`config.mk`:
```
export PLATFORM = sky130hd
export DESIGN_NAME = uart_rx_fifo
export DESIGN_NICKNAME = d
export VERILOG_FILES = /design/src/rtl/uart_rx_fifo.sv
export SDC_FILE = /design/constraint.sdc
export NUM_CORES = 1
export LEC_CHECK = 0
export ABC_AREA = 1
export CAP_MARGIN = 40
export CELL_PAD_IN_SITES_DETAIL_PLACEMENT = 1
export CELL_PAD_IN_SITES_GLOBAL_PLACEMENT = 1
export CORE_ASPECT_RATIO = 0.9
export CORE_UTILIZATION = 43
export CTS_CLUSTER_SIZE = 25
export DETAILED_ROUTE_END_ITERATION = 6
export PLACE_DENSITY_LB_ADDON = 0.1
export SYNTH_ARGS = -nofsm -noshare
export SYNTH_HDL_FRONTEND = slang
export SYNTH_SLANG_ARGS = --single-unit
```
`constraint.sdc`:
```
create_clock -name clk -period 2.2 [get_ports clk]
set_input_delay 0.22 -clock clk [delete_from_list [all_inputs] [get_ports clk]]
set_output_delay 0.22 -clock clk [all_outputs]
set_load 0.1 [all_outputs]
```
`src/rtl/uart_rx_fifo.sv`:
```
// UART receiver: 16x oversampling, 5..9 data bits, 1/2 stop bits, majority vote, receive FIFO.
// Define UART_RX_PARITY_EN to expect and check a parity bit after the data bits.
module uart_rx_fifo #(
  parameter int CLK_FREQUENCY = 50000000,
  parameter int BAUD_RATE     = 9600,
  parameter int DATA_BITS     = 8,
  parameter int STOP_BITS     = 1,
  parameter int PARITY_ODD    = 0,
  parameter int FIFO_DEPTH    = 8
) (
  input  logic                          clk,
  input  logic                          reset,
  input  logic                          RX,
  output logic [DATA_BITS-1:0]          data_out,
  output logic                          RC,
  input  logic                          read_complete,
  output logic [$clog2(FIFO_DEPTH):0]   fifo_count,
  output logic                          frame_err,
  output logic                          parity_err,
  output logic                          overrun,
  input  logic                          clear_err
);

  localparam int TICK_DIV = CLK_FREQUENCY / (BAUD_RATE * 16) - 1;
  localparam int DIV_W    = (TICK_DIV > 0) ? $clog2(TICK_DIV + 1) : 1;
  localparam int IDX_W    = $clog2(DATA_BITS);
  localparam int PTR_W    = $clog2(FIFO_DEPTH);
  localparam int CNT_W    = PTR_W + 1;

  typedef enum logic [2:0] {
    S_IDLE,
    S_START,
    S_DATA,
`ifdef UART_RX_PARITY_EN
    S_PARITY,
`endif
    S_STOP
  } state_t;

  logic                 rx_meta_q, rx_s_q;
  logic [DIV_W-1:0]     div_q, div_d;
  logic                 tick;
  state_t               state_q, state_d;
  logic [3:0]           tc_q, tc_d;
  logic [IDX_W-1:0]     bit_idx_q, bit_idx_d;
  logic                 stop_idx_q, stop_idx_d;
  logic [DATA_BITS-1:0] shift_q, shift_d;
  logic [1:0]           samp_q, samp_d;
  logic                 fpend_q, fpend_d;
  logic                 bit_v;
  logic                 push, frame_set, parity_set;

`ifdef UART_RX_PARITY_EN
  localparam logic ODD_BIT = (PARITY_ODD != 0);
  logic ppend_q, ppend_d;
  logic par_exp;
  assign par_exp = (^shift_q) ^ ODD_BIT;
`endif

  assign tick  = (div_q == DIV_W'(TICK_DIV));
  assign div_d = tick ? '0 : div_q + DIV_W'(1);
  // Majority of the tc=7, tc=8 samples and the live sample at tc=9
  assign bit_v = (samp_q[0] & samp_q[1]) | (samp_q[0] & rx_s_q) | (samp_q[1] & rx_s_q);

  always_comb begin
    state_d    = state_q;
    tc_d       = tc_q;
    bit_idx_d  = bit_idx_q;
    stop_idx_d = stop_idx_q;
    shift_d    = shift_q;
    samp_d     = samp_q;
    fpend_d    = fpend_q;
    push       = 1'b0;
    frame_set  = 1'b0;
    parity_set = 1'b0;
`ifdef UART_RX_PARITY_EN
    ppend_d    = ppend_q;
`endif
    if (tick) begin
      if (state_q == S_IDLE) begin
        tc_d = 4'd0;
        if (!rx_s_q) begin
          state_d    = S_START;
          fpend_d    = 1'b0;
          stop_idx_d = 1'b0;
`ifdef UART_RX_PARITY_EN
          ppend_d    = 1'b0;
`endif
        end
      end else begin
        tc_d = tc_q + 4'd1;
        if (tc_q == 4'd7) samp_d[0] = rx_s_q;
        if (tc_q == 4'd8) samp_d[1] = rx_s_q;
        case (state_q)
          S_START: begin
            if (tc_q == 4'd9 && bit_v) begin
              state_d = S_IDLE;
              tc_d    = 4'd0;
            end else if (tc_q == 4'd15) begin
              state_d   = S_DATA;
              bit_idx_d = '0;
            end
          end
          S_DATA: begin
            if (tc_q == 4'd9) begin
              shift_d[bit_idx_q] = bit_v;
            end else if (tc_q == 4'd15) begin
              if (bit_idx_q == IDX_W'(DATA_BITS - 1)) begin
`ifdef UART_RX_PARITY_EN
                state_d = S_PARITY;
`else
                state_d = S_STOP;
`endif
              end else begin
                bit_idx_d = bit_idx_q + IDX_W'(1);
              end
            end
          end
`ifdef UART_RX_PARITY_EN
          S_PARITY: begin
            if (tc_q == 4'd9 && bit_v != par_exp) ppend_d = 1'b1;
            else if (tc_q == 4'd15) state_d = S_STOP;
          end
`endif
          S_STOP: begin
            if (tc_q == 4'd9) begin
              if (!bit_v) fpend_d = 1'b1;
              // Finish at mid-stop so a following start edge is never missed
              if (stop_idx_q == 1'(STOP_BITS - 1)) begin
                push      = 1'b1;
                frame_set = fpend_q | ~bit_v;
`ifdef UART_RX_PARITY_EN
                parity_set = ppend_q;
`endif
                state_d   = S_IDLE;
                tc_d      = 4'd0;
              end
            end else if (tc_q == 4'd15) begin
              stop_idx_d = 1'b1;
            end
          end
          default: begin
            state_d = S_IDLE;
            tc_d    = 4'd0;
          end
        endcase
      end
    end
  end

  always_ff @(posedge clk or negedge reset) begin
    if (!reset) begin
      rx_meta_q  <= 1'b1;
      rx_s_q     <= 1'b1;
      div_q      <= '0;
      state_q    <= S_IDLE;
      tc_q       <= 4'd0;
      bit_idx_q  <= '0;
      stop_idx_q <= 1'b0;
      shift_q    <= '0;
      samp_q     <= 2'b11;
      fpend_q    <= 1'b0;
`ifdef UART_RX_PARITY_EN
      ppend_q    <= 1'b0;
`endif
    end else begin
      rx_meta_q  <= RX;
      rx_s_q     <= rx_meta_q;
      div_q      <= div_d;
      state_q    <= state_d;
      tc_q       <= tc_d;
      bit_idx_q  <= bit_idx_d;
      stop_idx_q <= stop_idx_d;
      shift_q    <= shift_d;
      samp_q     <= samp_d;
      fpend_q    <= fpend_d;
`ifdef UART_RX_PARITY_EN
      ppend_q    <= ppend_d;
`endif
    end
  end

  // Receive FIFO
  logic [DATA_BITS-1:0] mem [FIFO_DEPTH];
  logic [PTR_W-1:0]     wr_ptr_q, wr_ptr_d, rd_ptr_q, rd_ptr_d;
  logic [CNT_W-1:0]     count_q, count_d;
  logic                 pop, full, push_ok;
  logic                 frame_err_q, frame_err_d, overrun_q, overrun_d;
  logic                 parity_err_q, parity_err_d;

  assign full    = (count_q == CNT_W'(FIFO_DEPTH));
  assign pop     = read_complete & (count_q != '0);
  assign push_ok = push & (~full | pop);

  always_comb begin
    wr_ptr_d     = push_ok ? wr_ptr_q + PTR_W'(1) : wr_ptr_q;
    rd_ptr_d     = pop ? rd_ptr_q + PTR_W'(1) : rd_ptr_q;
    count_d      = count_q + CNT_W'(push_ok) - CNT_W'(pop);
    frame_err_d  = (push & frame_set) | (frame_err_q & ~clear_err);
    parity_err_d = (push & parity_set) | (parity_err_q & ~clear_err);
    overrun_d    = (push & full & ~pop) | (overrun_q & ~clear_err);
  end

  always_ff @(posedge clk) begin
    if (push_ok) mem[wr_ptr_q] <= shift_q;
  end

  always_ff @(posedge clk or negedge reset) begin
    if (!reset) begin
      wr_ptr_q     <= '0;
      rd_ptr_q     <= '0;
      count_q      <= '0;
      frame_err_q  <= 1'b0;
      parity_err_q <= 1'b0;
      overrun_q    <= 1'b0;
    end else begin
      wr_ptr_q     <= wr_ptr_d;
      rd_ptr_q     <= rd_ptr_d;
      count_q      <= count_d;
      frame_err_q  <= frame_err_d;
      parity_err_q <= parity_err_d;
      overrun_q    <= overrun_d;
    end
  end

  assign RC         = (count_q != '0);
  assign data_out   = RC ? mem[rd_ptr_q] : '0;
  assign fifo_count = count_q;
  assign frame_err  = frame_err_q;
  assign overrun    = overrun_q;
`ifdef UART_RX_PARITY_EN
  assign parity_err = parity_err_q;
`else
  // Constant 0 for every legal PARITY_ODD value
  assign parity_err = parity_err_q & (PARITY_ODD < 0);
`endif

endmodule

```
# Word level (Yosys, flattened, before mapping)

Memories as Yosys holds them, arrays and structs flattened.
Cells that the tools add are included.

Register bits: 45
RAM bits: 64
Output and inout port bits: 16
Memories kept: 1

Memory list:

| name | depth | bits a word | read ports | clocked after Yosys merged registers in | write ports | RTL line | text |
|---|---|---|---|---|---|---|---|
| mem  | 8     | 8           | 1          | 0                                       | 1           | 184      | `logic [DATA_BITS-1:0] mem [FIFO_DEPTH];` |

Add/subtract/negate cells: 7
$lt $le $gt $ge: 2
Eq/ne operators: 24
Multiplexer cells: 47
Bitwise operators: 21
Reduce and logical (&&, ||, !) cells: 15

Operator list:

| kind                                                             | count |
|---|---|
| 3-bit 2-to-1 mux                                                 | 14 |
| 1-bit 2-to-1 mux                                                 | 22 |
| 4-bit == test (second input constant)                            | 4 |
| 4-bit 2-to-1 mux                                                 | 4 |
| 8-bit AND reduction                                              | 2 |
| 3-bit inequality test (second input constant)                    | 5 |
| 2-bit inequality test (second input constant)                    | 7 |
| 4-bit one-hot mux with 3 select lines                            | 1 |
| 1-bit AND                                                        | 10 |
| 5-bit AND reduction                                              | 2 |
| 3-bit by 1-bit adder with 3-bit output (second input constant)   | 3 |
| 9-bit by 1-bit adder with 9-bit output (second input constant)   | 1 |
| 9-bit == test (second input constant)                            | 1 |
| 9-bit 2-to-1 mux                                                 | 1 |
| 3-bit one-hot mux with 3 select lines                            | 1 |
| 8-bit bitwise mux                                                | 1 |
| 8-bit 2-to-1 mux                                                 | 1 |
| 2-bit nonzero test                                               | 4 |
| 3-bit by 2-bit == test with 1-bit output (second input constant) | 2 |
| 1-bit OR                                                         | 6 |
| 3-bit one-hot mux with 2 select lines                            | 1 |
| 3-bit AND reduction                                              | 2 |
| 1-bit NOT                                                        | 5 |
| 4-bit by 1-bit adder with 4-bit output                           | 1 |
| other kinds (14)                                                 | 15 |

# Longest topological paths before layout

Word-level depth: 12
Depth in mapped cells: 13
Gate-level depth less buffers: 13

# Worst setup path after synthesis

OpenSTA, ideal clock, no wires.

Path kind: register to output
From: reg count_q[2], in the netlist fifo_count[2]
To: out data_out[0]
Arrival time: 3.182 ns
Data required time: 1.980 ns
Path slack: -1.202 ns
Stages on the path, launching flop included: 6
Cell sequence: dfrtp_1 -> inv_1 -> ha_1 -> nand2_2 -> nand2_1 -> nor2_1

Cells in the longest elaborated chain, start to end: 2

Ends and longest elaborated chain:

| item                     | RTL line | text |
|---|---|---|
| start: declaration       | 186      | `logic [CNT_W-1:0] count_q, count_d;` |
| start signal: assignment | 219      | `count_q <= count_d;` |
| 4-bit nonzero test       | 226      | `assign RC = (count_q != '0);` |
| via RC                   | 15       | `output logic RC,` |
| 8-bit 2-to-1 mux         | 227      | `assign data_out = RC ? mem[rd_ptr_q] : '0;` |
| end: declaration         | 14       | `output logic [DATA_BITS-1:0] data_out,` |

The timed path passes the listed nets, and every way through them passes these cells.

# Worst setup path in the final report

From: reg div_q[0]
To: reg count_q[1], in the netlist fifo_count[1]

Cells in the longest elaborated chain, start to end: 5

Ends and longest elaborated chain:

| item                                        | RTL line | text |
|---|---|---|
| start: declaration                          | 41       | `logic [DIV_W-1:0] div_q, div_d;` |
| start signal: assignment                    | 169      | `div_q <= div_d;` |
| 9-bit == test                               | 60       | `assign tick = (div_q == DIV_W'(TICK_DIV));` |
| 1-bit 2-to-1 mux                            | 79       | `if (tick) begin` |
| 1-bit AND                                   | 193      | `assign push_ok = push & (~full \| pop);` |
| 4-bit by 1-bit adder with 4-bit output      | 198      | `count_d = count_q + CNT_W'(push_ok) - CNT_W'(pop);` |
| 4-bit by 1-bit subtractor with 4-bit output | 198      |  |
| via count_d[1]                              | 186      |  |

The timed path passes the listed nets, and every way through them passes these cells.
A chain may end at the register's enable or synchronous reset.

==> run_results.csv <==
group,metric,value,unit
finish,final_nets,595,
placement,portBuffers,19,
setup_path,rrSetupSlack,-120,ps
sta,tns,-168.0,ps
sta,period_share,105.7,%
status,status,"finished with violations",
setup_path,worstPathRequired,2450,ps
yosys,ys_warn_count,0,
sta,max_slew_margin,54.67,%
yosys,ys_seq_area_share,59.26,%
pwr,pwr_density_cell,1226,nW/um^2
yosys,syn_avg_cell_area,10.06,sq um
route,postRouteWirelength,11.77,mm
grt,grt_pass1_vias,3800,
clock_tree,cts_tree,"yes",
floorplan,die_h,105.4,um
setup_path,startpoint_type,"flop",
sta,timing.hold.ws,270.0,ps
route,drtPass1Iterations,4,
finish,antenna_cells,0,
route,first_iter_violations,122,
grt,grt_max_degree,34,
job,drv_cap,0,
sta,rsz0062_at_grt,"yes",
sta,period_needed,2324,ps
setup_path,path_class,"reg -> reg",
setup_path,critPathCapture,"fifo_count[1]",
yosys,yosys.cell_types.count,37,
placement,post-dp-hpwl,8.479,mm
sta,finalHoldViolations,0,
finish,drive_gt1_share,23.48,%
yosys,netlist.area_leader.share,37.61,%
sta,fmax,0.4302,GHz
pwr,ir_drop,0.0005181,V
setup_path,r2r-end,"fifo_count[1]",
status,violations,"setup timing",
sta,slew_violations,0,
grt,gr-total-overflow,0,
finish,area_growth,22.16,%
route,vias_per_cell,5.018,
clock_tree,insertion_delay,360,ps
clock_tree,clk_path_buf_depth,2,
yosys,ys_top_cells_by_area,"edfxtp_1 (38%), dfrtp_1 (20%), nand2_1 (6.5%), nor2_1 (6.5%), ha_1 (4.7%)",
setup_path,end_kind,"flop",
clock_tree,cts.reportedPaths.clkPinSlew,70,ps
clock_tree,cts-htree-levels,3,
pwr,p_leak,2.819,nW
sta,layout_setup_ws,-124.4,ps
clock_tree,cts_buffers,9,
setup_path,crit_fanout,2,
setup_path,rr_worst_depth,13,
floorplan,num_rows,37,
setup_path,arrival,2580,ps
grt,antenna_found_initial,0,
floorplan,dieArea,12320,sq um
floorplan,io_pins,21,
finish,regArea,3044,sq um
sta,fin_worst_skew,10.50,ps
yosys,synthesis.area,5110,sq um
floorplan,coreArea,11480,sq um
route,vias,3668,
finish,post-route-util,54.37,%
finish,multi_input_area,1912,sq um
clock_tree,root_buffer,"clkbuf_16",
route,drc,0,
grt,grt_pass1_wl,19.32,mm
min_path,hp-class,"in -> reg",
placement,place.gp.congestion,0.7875,
finish,nFillCells,1327,
setup_path,cp-startpoint,"div_q[0]",
floorplan,start_util,44.51,%
clock_tree,cts_sinks,108,
floorplan,die_x,116.9,um
yosys,synth_cells,508,
yosys,syn-num-nets,533,
route,avgRoutedWirePerCell,16.10,um
yosys,synth_seq_cells,108,
grt,grt_use_total,21.21,%
yosys,synth_top_cell_by_area,"edfxtp_1",
sta,worst_pin_slew,679.9,ps
sta,finalSetupViolCount,2,
setup_path,timing.rr.start,"div_q[0]",
route,ant_nets,0,
==> report_power, final <==
part	internal (W)	switching, W	total, W
logic	0.00119	0.00242	0.00361
clock network	0.000919	0.000738	0.00166
registers	0.00223	0.000151	0.00238
total	0.00434	0.00331	0.00765
==> placed cells by master, fill, tap and decap left out, drive strengths merged <==
cell | netlist | routed
nand2 | 95 | 95
nor2 | 93 | 93
edfxtp | 64 | 64
buf | 7 | 60
o21ai | 53 | 53
inv | 51 | 53
dfrtp | 40 | 40
nand3 | 29 | 29
ha | 19 | 19
clkbuf | 6 | 11
o22ai | 9 | 9
o211ai | 8 | 8
xor2 | 6 | 6
nor3 | 6 | 6
a21oi | 4 | 4
xnor2 | 4 | 4
dfstp | 4 | 4
nand4 | 3 | 3
clkdlybuf4s50 | 0 | 3
nand3b | 2 | 2
clkinv | 0 | 2
a31oi | 1 | 1
and2 | 1 | 1
or2 | 1 | 1
fa | 1 | 1
conb | 1 | 1
bufinv | 0 | 1
dlygate4sd3 | 0 | 1
==> timing repair <==
| item | in CTS | in global routing |
|---|---|---|
| resized for setup | 3 | 12 |
| pin swaps | 3 | 3 |
| setup buffers | 1 | 3 |
| endpoints found under the setup margin | 2 | 10 |
| hold buffers | 1 | 0 |
| endpoints found under the hold margin | 17 | 0 |
| cloned | 0 | 0 |
==> worst max-delay path: stages, from the launching register on <==
cell     delay [ps]
dfrtp_1         390
inv_1            60
ha_2            160
nand2_2          60
nor2_4           90
nand2_4          70
nor3_4          200
nand2_1          90
ha_1            270
inv_1            70
ha_2            180
inv_2            40
fa_2            520
inv_2            30
==> cell families (layout without fill, tap and decap cells) <==
| family | Yosys count | after routing | share of synthesized area [%] |
|---|---|---|---|
| XOR/XNOR | 10 | 10 | 1.714 |
| AND/OR/NAND/NOR | 230 | 230 | 20.62 |
| other | 1 | 1 | 0.07339 |
| buffers and inverters | 64 | 131 | 5.313 |
| AO/OA/AOI/OAI | 75 | 75 | 7.983 |
| flip-flops | 108 | 108 | 59.26 |
| adder cells (fa/ha/maj) | 20 | 20 | 5.044 |
==> registers in the layout (all words and copies together), names as in the netlist <==
name        count
mem            64
div_q           9
shift_q         8
fifo_count      4
tc_q            4
bit_idx_q       3
rd_ptr_q        3
wr_ptr_q        3
samp_q          2
state_q         2
fpend_q         1
frame_err       1
overrun         1
rx_meta_q       1
rx_s_q          1
stop_idx_q      1
==> Yosys cell counts <==
cell and n:
o21ai_1 8, nand3b_1 2, nand2_1 88, nand3_2 7
buf_12 1, nor2_4 1, nand4_1 3, a31oi_1 1
ha_1 19, nand2_4 1, dfstp_2 4, buf_2 4
clkbuf_1 6, nor3_1 5, nor3_4 1, nor2_1 88
nor2_2 2, fa_1 1, dfrtp_1 40, conb_1 1
xor2_1 6, o22ai_1 9, buf_4 2, a21oi_1 4
o211ai_1 8, edfxtp_1 64, and2_1 1, or2_2 1
nand2_2 6, nand3_1 21, xnor2_1 4, inv_1 44
nor2_8 2, o21ai_0 45, inv_2 6, nand3_4 1
inv_4 1
==> worst min-delay path by stage <==
stage           from           end  slack, ps  cells after the start
2_1_floorplan  reset  bit_idx_q[0]        -80                      0
3_3_place_gp   reset       tc_q[2]        230                      1
3_5_place_dp   reset       tc_q[2]        240                      1
4_1_cts           RX     rx_meta_q        260                      1
5_1_grt           RX     rx_meta_q        260                      1
6_report          RX     rx_meta_q        270                      1
==> metrics by stage <==
step           worst slack [ps]  instance area (sq um)  std cells  total power (W)
3_5_place_dp             -179.2                   5859        710         0.006021
4_1_cts                  -85.52                   6190        728         0.007696
3_3_place_gp             -77.56                   5859        710         0.005945
5_1_grt                  -195.3                   6242        731         0.007995
6_report                 -124.4                   6242        731         0.007654
2_1_floorplan            -196.3                   5194        508         0.004872
==> final cells by class <==
cell class | instances | area share [%]
multi-input combinational | 336 | 30.63
tap | 156 | 3.127
sequential | 108 | 48.77
clock buffer | 11 | 3.889
inverter | 51 | 3.187
timing repair buffer | 64 | 9.481
clock inverter | 5 | 0.9220
==> layer usage <==
layer	up-vias	global-route usage (%)	share of wire [%]
li1	1816	-	-
met1	1818	27.46	47
met2	24	35.25	50
met3	10	4.715	2.0
met4	0	6.600	1.2
met5	-	0	0
(Power assumes the default switching activity.)
